===== src/rtl/lowbus_ctrl.sv =====
// lowbus_ctrl: arbitrates two requesters onto the strobed inter-FPGA DATA bus.
// Each transaction runs SETUP -> STROBE -> HOLD -> DONE with registered W/R/DATA_OE.
// Optional feature macro: LOWBUS_READ_EN (defined = reads run on the bus,
// undefined = read requests complete immediately with RDATA = 8'h00).
module lowbus_ctrl #(
  parameter int unsigned SETUP_CYC  = 2,
  parameter int unsigned STROBE_CYC = 2,
  parameter int unsigned HOLD_CYC   = 1
) (
  input  logic       clk,
  input  logic       rst_n,
  input  logic       a_req,
  input  logic       a_we,
  input  logic [7:0] a_wdata,
  output logic       a_ack,
  input  logic       b_req,
  input  logic       b_we,
  input  logic [7:0] b_wdata,
  output logic       b_ack,
  output logic [7:0] rdata,
  output logic       busy,
  output logic       w,
  output logic       r,
  output logic [7:0] data_o,
  output logic       data_oe,
  input  logic [7:0] data_i
);

  localparam int unsigned CNT_W = 4;
  localparam int unsigned DW    = 8;

`ifdef LOWBUS_READ_EN
  localparam bit READ_EN = 1'b1;
`else
  localparam bit READ_EN = 1'b0;
`endif

  // Phase lengths: truncated to the counter width, zero behaves as one cycle.
  localparam logic [CNT_W-1:0] SETUP_LEN  = (CNT_W'(SETUP_CYC)  == '0) ? CNT_W'(1) : CNT_W'(SETUP_CYC);
  localparam logic [CNT_W-1:0] STROBE_LEN = (CNT_W'(STROBE_CYC) == '0) ? CNT_W'(1) : CNT_W'(STROBE_CYC);
  localparam logic [CNT_W-1:0] HOLD_LEN   = (CNT_W'(HOLD_CYC)   == '0) ? CNT_W'(1) : CNT_W'(HOLD_CYC);

  typedef enum logic [2:0] {
    S_IDLE,
    S_SETUP,
    S_STROBE,
    S_HOLD,
    S_DONE
  } state_t;

  state_t           state, state_n;
  logic [CNT_W-1:0] cnt, cnt_n;
  logic             gnt_b, gnt_n;      // current/last granted requester (1 = B)
  logic             we_q, we_n;
  logic [DW-1:0]    wdata_q, wdata_n;
  logic             w_n, r_n, oe_n, a_ack_n, b_ack_n;
  logic [DW-1:0]    data_o_n, rdata_n;
  logic [CNT_W-1:0] phase_len;
  logic             phase_last;
  logic             win_b;
  logic             sel_we;
  logic [DW-1:0]    sel_wdata;

  // Round-robin winner and per-phase terminal count.
  always_comb begin
    win_b     = b_req & (~a_req | ~gnt_b);
    sel_we    = win_b ? b_we : a_we;
    sel_wdata = win_b ? b_wdata : a_wdata;
    phase_len = CNT_W'(1);
    case (state)
      S_SETUP:  phase_len = SETUP_LEN;
      S_STROBE: phase_len = STROBE_LEN;
      S_HOLD:   phase_len = HOLD_LEN;
      default:  phase_len = CNT_W'(1);
    endcase
    phase_last = (cnt == phase_len - CNT_W'(1));
  end

  // Next state and next registered outputs.
  always_comb begin
    state_n  = state;
    cnt_n    = cnt + CNT_W'(1);
    gnt_n    = gnt_b;
    we_n     = we_q;
    wdata_n  = wdata_q;
    w_n      = 1'b0;
    r_n      = 1'b0;
    oe_n     = 1'b0;
    data_o_n = data_o;
    rdata_n  = rdata;
    a_ack_n  = 1'b0;
    b_ack_n  = 1'b0;

    case (state)
      S_IDLE: begin
        cnt_n = '0;
        if (a_req || b_req) begin
          gnt_n   = win_b;
          we_n    = sel_we;
          wdata_n = sel_wdata;
          if (sel_we) begin
            state_n  = S_SETUP;
            oe_n     = 1'b1;
            data_o_n = sel_wdata;
          end else if (READ_EN) begin
            state_n = S_SETUP;
          end else begin
            state_n = S_DONE;
          end
        end
      end
      S_SETUP: begin
        oe_n = we_q;
        if (phase_last) begin
          state_n = S_STROBE;
          cnt_n   = '0;
          w_n     = we_q;
          r_n     = READ_EN & ~we_q;
        end
      end
      S_STROBE: begin
        oe_n = we_q;
        if (phase_last) begin
          state_n = S_HOLD;
          cnt_n   = '0;
          if (READ_EN && !we_q) rdata_n = data_i;
        end else begin
          w_n = we_q;
          r_n = READ_EN & ~we_q;
        end
      end
      S_HOLD: begin
        oe_n = we_q;
        if (phase_last) begin
          state_n = S_DONE;
          cnt_n   = '0;
          oe_n    = 1'b0;
          a_ack_n = ~gnt_b;
          b_ack_n = gnt_b;
        end
      end
      S_DONE: begin
        cnt_n = '0;
        if (a_ack || b_ack) begin
          state_n = S_IDLE;
        end else begin
          // Bus-less read completion: acknowledge one cycle after the grant.
          a_ack_n = ~gnt_b;
          b_ack_n = gnt_b;
          rdata_n = '0;
        end
      end
      default: begin
        state_n = S_IDLE;
        cnt_n   = '0;
      end
    endcase
  end

  // State and output registers with synchronous active-low reset.
  always_ff @(posedge clk) begin
    if (!rst_n) begin
      state   <= S_IDLE;
      cnt     <= '0;
      gnt_b   <= 1'b1;
      we_q    <= 1'b0;
      wdata_q <= '0;
      w       <= 1'b0;
      r       <= 1'b0;
      data_oe <= 1'b0;
      data_o  <= '0;
      rdata   <= '0;
      a_ack   <= 1'b0;
      b_ack   <= 1'b0;
      busy    <= 1'b0;
    end else begin
      state   <= state_n;
      cnt     <= cnt_n;
      gnt_b   <= gnt_n;
      we_q    <= we_n;
      wdata_q <= wdata_n;
      w       <= w_n;
      r       <= r_n;
      data_oe <= oe_n;
      data_o  <= data_o_n;
      rdata   <= rdata_n;
      a_ack   <= a_ack_n;
      b_ack   <= b_ack_n;
      busy    <= (state_n != S_IDLE);
    end
  end

endmodule


===== config.mk =====
export PLATFORM = sky130hd
export DESIGN_NAME = lowbus_ctrl
export DESIGN_NICKNAME = d
export VERILOG_FILES = /design/src/rtl/lowbus_ctrl.sv
export SDC_FILE = /design/constraint.sdc
export NUM_CORES = 1
export LEC_CHECK = 0
export ABC_CLOCK_PERIOD_IN_PS = 2600
export BUFFER_PORTS_ARGS = -buffer_cell sky130_fd_sc_hd__buf_2
export CAP_MARGIN = 25
export CORE_ASPECT_RATIO = 1.25
export CORE_MARGIN = 2
export CORE_UTILIZATION = 35
export DETAILED_ROUTE_END_ITERATION = 6
export GPL_TIMING_DRIVEN = 0
export PLACE_DENSITY = 0.72
export SYNTH_ARGS = -nofsm -noshare
export SYNTH_HDL_FRONTEND = slang
export SYNTH_SLANG_ARGS = --single-unit

===== constraint.sdc =====
create_clock -name clk -period 2.6 [get_ports clk]
set_clock_uncertainty 0.15 [all_clocks]
set_input_delay 0.52 -clock clk [delete_from_list [all_inputs] [get_ports clk]]
set_output_delay 0.52 -clock clk [all_outputs]
set_load 0.03 [all_outputs]

==> metrics.md <==
| Metric | Value |
|---|---|
| Synth area leader | dfxtp_1 |
| P per Cell Area | 584 mW/mm^2 |
| Top Family by Delay on Critical Path | compound AO/OA/AOI/OAI gates |
| Area grow syn2layout | 24.8% |
| Routed len/inst | about 11 um |
| Die height | between 60 and 70 um |
| Top cells by area, synth | dfxtp_1, o221a_1, buf_4 |
| Setup TNS | 0 ns |
| Critical path cell sequence | buf_2 -> inv_1 -> a32oi_1 -> or3_1 -> o221a_1 |
| Via count | a little over 1,000 |
| Via/cell ratio | around 4.8 |
| Max Freq | between 600 and 700 MHz |
| Cells after Synth | between 100 and 150 |
| Synth Area in Adders | 0.0108 |
| Pleak | approximately 0.70 nW |
| Slew at the pin closest to its max-slew limit | around 0.52 ns |
| Post-synth ARST share | 0 |
| Final setup fails | 0 |
| CTS Buf Count | 3 |
| Synthesized cell area | 0.00116 mm^2 |
| Non-filler cells, final | around 220 |
| Post-Syn Area per Cell | about 8.7 um^2 |
| Slowest cell on crit path | or3_1 |
| Peak supply drop | about 0.00027 V |
| H-tree depth | 1 |
| Proportion of layout cells with a drive suffix above 1 | 0.320 |
| Setup bufs post-CTS | 0 |
| Final period util | 0.629 |
| DRT Pass-1 Iters | 4 |
| Global-route wire length before repair | slightly below 4 mm |
| Tmin final | approximately 1.6 ns |
| Starting Density | 0.363 |
| WHS | roughly 0.32 ns |
| Pre-CTS setup slack | between 0.6 and 0.7 ns |
| Ys Warns | 0 |
| Initial antenna violation count | 0 |
| Worst-path fanout max | 9 |
| Total track usage | 0.129 |
| Die ar. | between 0.003 and 0.004 mm^2 |
| Post-DP HPWL | 1.87 mm |
| CTS root buffer | clkbuf_8 |
| Simple-Gate Fraction of Synth Area | 0.172 |
| Die Width | roughly 55 um |
| CTS tree | built |
| Final worst slack | 0.964 ns |
| Hold crit path type | flop to flop |
| Inst Count DP | 212 |
| Io pins | 52 |
| Mux cell area share after synthesis | 0.0205 |
| Top cell type's share of synthesized area | 0.380 |
| XOR/XNOR Fraction of Synth Area | 0.0227 |
| Worst-Skew Late Latency | around 0.26 ns |
| Seq/Total Area, Yosys | 0.380 |
| Largest stage delay, worst path | 0.37 ns |
| Ys flop type | dfxtp_1 |
| Post-Route WL | roughly 2.3 mm |
| Post-synth EDFFs | 0 |
| Sinks on Clock Net | 22 |
| Status | completed |
| Final hold vios | 0 |
| Main combinational cell family by area after synthesis | compound AO/OA/AOI/OAI gates |
| DRT iter0 DRCs | 6 |
| Final Max Tran Viols | 0 |
| Post-route ant nets | 0 |
| ANT cells | 0 |
| Largest net degree at the start of global routing | 12 |
| DRC errors left | 0 |
| PortBufs | 34 |
| Cells resized by post-CTS repair | 0 |
| Num rows | 23 |
| Final Power | ~0.00085 W |
| Synth Area in Compound Gates | 0.243 |
| Core area | roughly 0.0032 mm^2 |
| Max-slew headroom | 0.648 |
| Final nets | around 210 |
| Crit Path Class | input port to flop |
| Crit path launch type | input port |
| CTS Hold Bufs | 0 |
| Max Cap Viol | 0 |
| Vias in the first global route | 963 |
| Reg clk slew, reported paths | about 0.07 ns |
| CP Capture Type | flop |
| RSZ-0062 raised after global routing | no |
| Worst Path Arrival | 1.64 ns |
| GPL Wtd Cong | slightly above 0.7 |
| Clock Path Buffers | 2 |
| WP data required | approximately 2.6 ns |
| Worst Path Buf+Inv | 2 |
| Synth Register Bits | 22 |
| GRT overflow | 0 |
| Post-synth cell types | 39 |
power breakdown:
group | internal [W] | switching (W) | total, W
Combinational | 0.0000954 | 0.000155 | 0.000250
Clock | 0.000103 | 0.000100 | 0.000204
Sequential | 0.000370 | 0.0000214 | 0.000391
registers in the layout, indices dropped and copies added, names as in the netlist:
signal / flops
data_o: 8
cnt: 4
state: 3
a_ack: 1
b_ack: 1
busy: 1
data_oe: 1
gnt_b: 1
w: 1
we_q: 1
cells in the final DEF (no fill, tap or decap), types with 3 or more instances in the layout:
| cell | n |
|---|---|
| nand2_1 | 5 |
| nor3_1 | 10 |
| nor2_1 | 8 |
| inv_1 | 17 |
| o21ai_1 | 3 |
| dfxtp_1 | 22 |
| o221a_1 | 9 |
| a31oi_1 | 10 |
| buf_2 | 37 |
| conb_1 | 9 |
| clkbuf_8 | 3 |
| buf_4 | 10 |
logic make-up (layout without fill, tap and decap cells):
logic type      Yosys count  count (layout)
mux                       2               2
buf+inv                  33              70
flops                    22              22
compound gates           35              35
fa+ha+maj                 1               1
xor+xnor                  3               3
simple gates             36              36
other cells               1               9
stage by stage:
stage          cell area, um^2   util
3_3_place_gp              1410  0.440
6_report                  1450  0.453
5_1_grt                   1450  0.453
3_5_place_dp              1410  0.440
4_1_cts                   1450  0.453
2_1_floorplan             1190      -
worst paths after layout:
check / from / to / slack, ns / depth (start not counted)
max: a_we / we_q / 0.96 / 5
min reg2reg: we_q / w / 0.32 / 2
max reg2reg: gnt_b / data_o[5] / 1.06 / 5
min: we_q / w / 0.32 / 2
metal layers:
layer	share of wire	track usage	wire length, um
met1	0.44	0.151	1020
met2	0.50	0.234	1160
met3	0.047	0.0227	109
met4	0.011	0.0549	26
met5	0	0	0
worst register-to-register path: stages (launching register included):
cell and delay [ns]:
dfxtp_1 0.34, a21boi_2 0.16, buf_6 0.16, mux2i_2 0.26
nor2_4 0.09, o221a_1 0.26
cells in the mapped netlist, types with 3 or more instances:
library cell,count
buf_2,3
o221a_1,9
o21ai_1,3
nor3_1,10
nor2_1,8
dfxtp_1,22
buf_4,10
nand2_1,5
a31oi_1,10
inv_1,17
final cells by class:
| class | count | area, um^2 |
|---|---|---|
| tap | 37 | 46.3 |
| buffer | 16 | 109 |
| timing repair buffer | 34 | 170 |
| multi-input combinational | 86 | 577 |
| sequential | 22 | 440 |
| inverter | 17 | 63.8 |
| clock buffer | 3 | 41.3 |
| fill | 320 | 1750 |
No activity file was read; power rests on OpenSTA's default activity.
